## src/rtl/uart_tx_frame.sv

```systemverilog
// rtl/uart_tx_frame.sv - UART transmitter: start, 5-8 data bits LSB-first, optional parity, 1-2 stop bits.
// Optional parity slot compiled in with `define UART_TX_PARITY_EN (PARITY_MODE: 0 none, 1 odd, 2 even).
module uart_tx_frame #(
    parameter int CLK_DIV     = 5208,
    parameter int DATA_BITS   = 8,
    parameter int STOP_BITS   = 1,
    parameter int PARITY_MODE = 0
) (
    input  logic                 clk,
    input  logic                 rst,
    input  logic [DATA_BITS-1:0] tx_data,
    input  logic                 tx_valid,
    output logic                 tx_ready,
    output logic                 tx,
    output logic                 busy
);

    localparam int CW = $clog2(CLK_DIV);
    localparam logic [CW-1:0] BPS_MAX = CW'(CLK_DIV - 1);
    localparam logic [2:0] DATA_LAST = 3'(DATA_BITS - 1);
    localparam logic [2:0] STOP_LAST = 3'(STOP_BITS - 1);

    typedef enum logic [2:0] {
        IDLE,
        START,
        DATA,
`ifdef UART_TX_PARITY_EN
        PARITY,
`endif
        STOP
    } state_t;

    state_t                 state, state_n;
    logic [CW-1:0]          bps_cnt, bps_n;
    logic [2:0]             bit_cnt, bit_n;
    logic [DATA_BITS-1:0]   shift, shift_n;
    logic [DATA_BITS-1:0]   hold_data;
    logic                   hold_full, hold_full_n;
    logic                   tx_n;
    logic                   bit_end;
    logic                   load;
    logic                   accept;
`ifdef UART_TX_PARITY_EN
    logic                   par_bit, par_n;
`endif

    initial begin
        if (CLK_DIV < 2)                        $error("uart_tx_frame: CLK_DIV must be >= 2");
        if (DATA_BITS < 5 || DATA_BITS > 8)     $error("uart_tx_frame: DATA_BITS must be 5..8");
        if (STOP_BITS < 1 || STOP_BITS > 2)     $error("uart_tx_frame: STOP_BITS must be 1 or 2");
        if (PARITY_MODE < 0 || PARITY_MODE > 2) $error("uart_tx_frame: PARITY_MODE must be 0..2");
    end

    assign tx_ready = !hold_full;
    assign busy     = (state != IDLE) || hold_full;
    assign accept   = tx_valid && tx_ready;
    assign bit_end  = (bps_cnt == BPS_MAX);

    always_comb begin
        state_n = state;
        bps_n   = (state == IDLE || bit_end) ? '0 : bps_cnt + 1'b1;
        bit_n   = bit_cnt;
        shift_n = shift;
        load    = 1'b0;
`ifdef UART_TX_PARITY_EN
        par_n   = par_bit;
`endif
        case (state)
            IDLE: begin
                if (hold_full) begin
                    load    = 1'b1;
                    state_n = START;
                end
            end
            START: begin
                if (bit_end) begin
                    state_n = DATA;
                    bit_n   = '0;
                end
            end
            DATA: begin
                if (bit_end) begin
                    if (bit_cnt == DATA_LAST) begin
                        bit_n   = '0;
`ifdef UART_TX_PARITY_EN
                        state_n = (PARITY_MODE != 0) ? PARITY : STOP;
`else
                        state_n = STOP;
`endif
                    end else begin
                        bit_n   = bit_cnt + 3'd1;
                        shift_n = shift >> 1;
                    end
                end
            end
`ifdef UART_TX_PARITY_EN
            PARITY: begin
                if (bit_end) state_n = STOP;
            end
`endif
            STOP: begin
                if (bit_end) begin
                    if (bit_cnt == STOP_LAST) begin
                        bit_n = '0;
                        // Chain straight into the next start bit so frames abut with no idle gap.
                        if (hold_full) begin
                            load    = 1'b1;
                            state_n = START;
                        end else begin
                            state_n = IDLE;
                        end
                    end else begin
                        bit_n = bit_cnt + 3'd1;
                    end
                end
            end
            default: state_n = IDLE;
        endcase

        if (load) begin
            shift_n = hold_data;
`ifdef UART_TX_PARITY_EN
            par_n   = (PARITY_MODE == 1) ? ~^hold_data : ^hold_data;
`endif
        end

        hold_full_n = load ? 1'b0 : (accept ? 1'b1 : hold_full);

        // The line is registered, so it is derived from where the FSM goes next.
        case (state_n)
            START:   tx_n = 1'b0;
            DATA:    tx_n = shift_n[0];
`ifdef UART_TX_PARITY_EN
            PARITY:  tx_n = par_n;
`endif
            default: tx_n = 1'b1;
        endcase
    end

    always_ff @(posedge clk) begin
        if (rst) begin
            state     <= IDLE;
            bps_cnt   <= '0;
            bit_cnt   <= '0;
            shift     <= '0;
            hold_full <= 1'b0;
            tx        <= 1'b1;
`ifdef UART_TX_PARITY_EN
            par_bit   <= 1'b0;
`endif
        end else begin
            state     <= state_n;
            bps_cnt   <= bps_n;
            bit_cnt   <= bit_n;
            shift     <= shift_n;
            hold_full <= hold_full_n;
            tx        <= tx_n;
`ifdef UART_TX_PARITY_EN
            par_bit   <= par_n;
`endif
        end
    end

    always_ff @(posedge clk) begin
        if (accept) hold_data <= tx_data;
    end

endmodule
```

## config.mk

```make
export PLATFORM = sky130hd
export DESIGN_NAME = uart_tx_frame
export DESIGN_NICKNAME = d
export VERILOG_FILES = /design/src/rtl/uart_tx_frame.sv
export SDC_FILE = /design/constraint.sdc
export NUM_CORES = 1
export LEC_CHECK = 0
export CAP_MARGIN = 40
export CORE_MARGIN = 4
export CORE_UTILIZATION = 56
export CTS_CLUSTER_DIAMETER = 200
export CTS_CLUSTER_SIZE = 40
export DETAILED_ROUTE_END_ITERATION = 12
export GPL_TIMING_DRIVEN = 0
export PLACE_DENSITY = 0.78
export SYNTH_ARGS = -nofsm -noshare
export SYNTH_HDL_FRONTEND = slang
export SYNTH_SLANG_ARGS = --single-unit
```

## constraint.sdc

```tcl
create_clock -name clk -period 3.1 [get_ports clk]
set_input_delay 0.465 -clock clk [delete_from_list [all_inputs] [get_ports clk]]
set_output_delay 0.465 -clock clk [all_outputs]
set_load 0.02 [all_outputs]
```

==> PnR_summary.wiki <==
{| class="wikitable"
! Metric !! Value
|-
| Area Overhead vs Synth || 13.3%
|-
| CTS Root Buffer Type || sky130_fd_sc_hd__clkbuf_4
|-
| Worst Max-Slew Pin Slew || 0.699 ns
|-
| Die H || 62.3 um
|-
| Post-synthesis cell area || 0.00165 sq mm
|-
| Leak Pwr || 0.000699 uW
|-
| Quantity of hold-fixing buffers added after cts || 0
|-
| Kind of critical path || reg -> out
|-
| Overall track demand over capacity in global routing || 0.160
|-
| Share of the cycle needed by the critical path after routing || 0.786
|-
| Largest fanout on the critical path || 10
|-
| Core utilization of the finished layout || 0.673
|-
| # fillers || 225
|-
| Synthesized area per cell || 10.1 sq um
|-
| Cell breakdown of the critical path || clkbuf_1 > nor3_1 > nand2_1 > clkdlybuf4s50_1
|-
| Number of levels the H-tree was split into || 2
|-
| Clock sinks || 37
|-
| Setup TNS || 0 ns
|-
| Synth warnings || 0
|-
| DRC violation total after the first TritonRoute iteration || 80
|-
| Net count after synthesis || 179
|-
| Vias in the first global route || 1185
|-
| I/O pin count || 14
|-
| Capture instance of the worst register-to-register path || tx
|-
| Worst-path cell with the longest stage delay || sky130_fd_sc_hd__clkdlybuf4s50_1
|-
| Area of the die || 0.00388 sq mm
|-
| Post-CTS Resized || 0
|-
| Routed wire per std cell || 12.9 um
|-
| Nature of the critical path startpoint || register
|-
| Placed wire-length estimate || 2090 um
|-
| Residual antenna-violating net count after detailed routing || 0
|-
| Slew Viols, Final || 0
|-
| Pin count of the biggest net entering global routing || 12
|-
| Count of flip-flops with a built-in enable after synthesis || 8
|-
| Number of diodes || 0
|-
| Worst endpoint required time || 2.63 ns
|-
| Wire length of the first global-routing pass || 5080 um
|-
| Max-cap violation count || 0
|-
| Post-synthesis compound-gate area fraction || 0.0916
|-
| Beginning of the worst register-to-register path || bit_cnt[0]
|-
| Buffer count from post-CTS setup fixing || 0
|-
| Number of antenna violations at the first check in global routing || 0
|-
| Placement Rows || 19
|-
| Fraction of registers with async set or reset after synthesis || 0
|-
| Via Count || 1174
|-
| IR Drop Worst-Case VDD || 0.389 mV
|-
| Core ar. || 0.00278 sq mm
|-
| DR pass1 iterations || 4
|-
| Fraction of synthesized area in multiplexers || 0.0492
|-
| Flip-flop cell with the highest count after synthesis || sky130_fd_sc_hd__dfxtp_1
|-
| Fraction of the mapped netlist area in adder cells || 0.0303
|-
| CTS clock-pin slew for the worst setup and hold paths || 0.10 ns
|-
| Remaining design rule violation count || 0
|-
| Count of endpoints failing hold in the final timing report || 0
|-
| Post-synthesis cell count || 164
|-
| Cell variety after synth || 39
|-
| Min-Delay Path Depth || 1
|-
| I/O Buffers || 13
|-
| Final critical delay including setup and external delays || 2.44 ns
|-
| Setup-violating endpoint count in the final report || 0
|-
| Combined buffer and inverter count along the critical path || 2
|-
| Final worst clock skew || 0.0119 ns
|-
| Kind of path behind the tightest hold check || reg -> reg
|-
| Post-synthesis xor/xnor area fraction || 0.0583
|-
| Overflow left after global routing || 0
|-
| F_max || 410 MHz
|-
| Part of the Yosys area used for sequential elements || 0.497
|-
| Commonest cells after routing, fill and taps aside || sky130_fd_sc_hd__nor2_1 (29), sky130_fd_sc_hd__dfxtp_1 (29), sky130_fd_sc_hd__clkdlybuf4s50_1 (13), sky130_fd_sc_hd__nand2_1 (11)
|-
| Die width || 62.3 um
|-
| Relative max-transition margin || 0.533
|-
| Depth of the worst register-to-register path || 7
|-
| Post-Synth Simple-Gate Area || 0.241
|-
| Number of buffers inserted during clock tree synthesis || 5
|-
| Starting Density || 0.594
|-
| Clock latency of the later-clocked register in the worst-skew pair || 0.33 ns
|-
| Launch point of the worst hold path || bps_cnt[0]
|-
| Outcome || finished clean
|-
| Largest stage delay, worst path || 0.60 ns
|-
| Fraction of layout cells with a size suffix above 1 || 0.0811
|-
| Capture endpoint of the worst hold path || bps_cnt[0]
|-
| Average via count per standard cell || 5.44
|-
| Number of register bits inferred by synthesis || 37
|-
| Critical Path Sink Type || output port
|-
| Net count reported at finish || 199
|-
| Final estimated routing congestion in global placement || 0.842
|-
| Routed wire length || 2790 um
|-
| Worst reg2reg setup slack || 0.67 ns
|-
| Combinational family with the most area after synthesis || simple AND/OR/NAND/NOR gates
|-
| Setup repair after global routing missed its margin || no
|-
| Pwr per Cell Area || 435 mW/mm^2
|-
| Max Root-Sink Buffers || 2
|-
| TritonCTS clock tree || built
|-
| Kind of cell adding the most delay to the critical path || buffers and inverters
|-
| Arrival time at the worst endpoint || 1.97 ns
|}
worst register-to-register path, stage by stage (launching register included):
cell and delay (ns):
sky130_fd_sc_hd__dfxtp_1 0.34, sky130_fd_sc_hd__ha_1 0.20, sky130_fd_sc_hd__ha_1 0.22, sky130_fd_sc_hd__nor4b_4 0.33, sky130_fd_sc_hd__nand4_4 0.23, sky130_fd_sc_hd__mux2_2 0.34, sky130_fd_sc_hd__or4_1 0.40, sky130_fd_sc_hd__a211o_1 0.26
power by group:
part | total, uW | switching, uW | internal (uW) | leakage, uW
logic | 60.3 | 31.8 | 28.5 | 0.000355
clock network | 237 | 150 | 86.5 | 0.0000320
registers | 518 | 8.61 | 510 | 0.000312
total | 816 | 191 | 625 | 0.000699
per-layer routing:
layer,wire length [um],vias to the layer above,GRT usage
li1,-,622,-
met1,1300,527,0.199
met2,1330,20,0.256
met3,114,5,0.0450
met4,43,0,0.0743
met5,0,-,0
layout make-up:
class                   count  area, sq um  share of cell area
flip-flops and latches     37          821               0.438
inverters                   6         22.5              0.0120
clock buffers               6         41.3              0.0220
clock inverters             2         10.0             0.00534
plain buffers               6         27.5              0.0147
well taps                  31         38.8              0.0207
repair buffers             13          130              0.0695
multi-input cells         115          782               0.418
flip-flops by register name (all words and copies together) (netlist names):
signal / cells
bps_cnt: 13
hold_data: 8
state: 3
bit_cnt: 3
shift: 8
tx: 1
hold_full: 1
through the flow:
| stage | total power [uW] | cells | hold slack (ns) | cell area [sq um] | worst slack, ns |
|---|---|---|---|---|---|
| floorplan | 562 | 164 | 0.430 | 1650 | 0.835 |
| global placement | 587 | 208 | 0.442 | 1820 | 0.708 |
| detailed placement | 590 | 208 | 0.459 | 1820 | 0.700 |
| CTS | 825 | 216 | 0.481 | 1870 | 0.654 |
| global route | 866 | 216 | 0.525 | 1870 | 0.514 |
| finish | 816 | 216 | 0.476 | 1870 | 0.664 |
worst max path at each step:
stage / startpoint / end / slack (ns) / cells past startpoint
final: state[2] / busy / 0.66 / 4
after global routing: state[2] / busy / 0.51 / 4
after CTS: state[2] / busy / 0.65 / 4
after detailed placement: bit_cnt[0] / tx / 0.70 / 7
after global placement: bit_cnt[0] / tx / 0.71 / 7
after floorplan: bit_cnt[0] / tx / 0.84 / 7
Yosys cell counts (all sizes together), types with 4 or more instances:
master	n	area (sq um)
dfxtp	29	581
nand3	7	35.0
ha	4	50.1
a211oi	6	45.0
nand4	4	40.0
edfxtp	8	240
nor2	29	109
mux2i	7	70.1
xor2	5	43.8
xnor2	6	52.6
nand2	11	41.3
clkbuf	4	15.0
inv	6	22.5
nor3	8	40.0
kinds of logic after synthesis:
group / after synthesis
AOI/OAI and AO/OA: 19
xor gates and xnor gates: 11
adders and majority gates: 4
buffers and inverters: 12
DFF: 37
muxes: 8
other: 1
and+or+nand+nor: 72
Power figures use the tool's default switching activity.
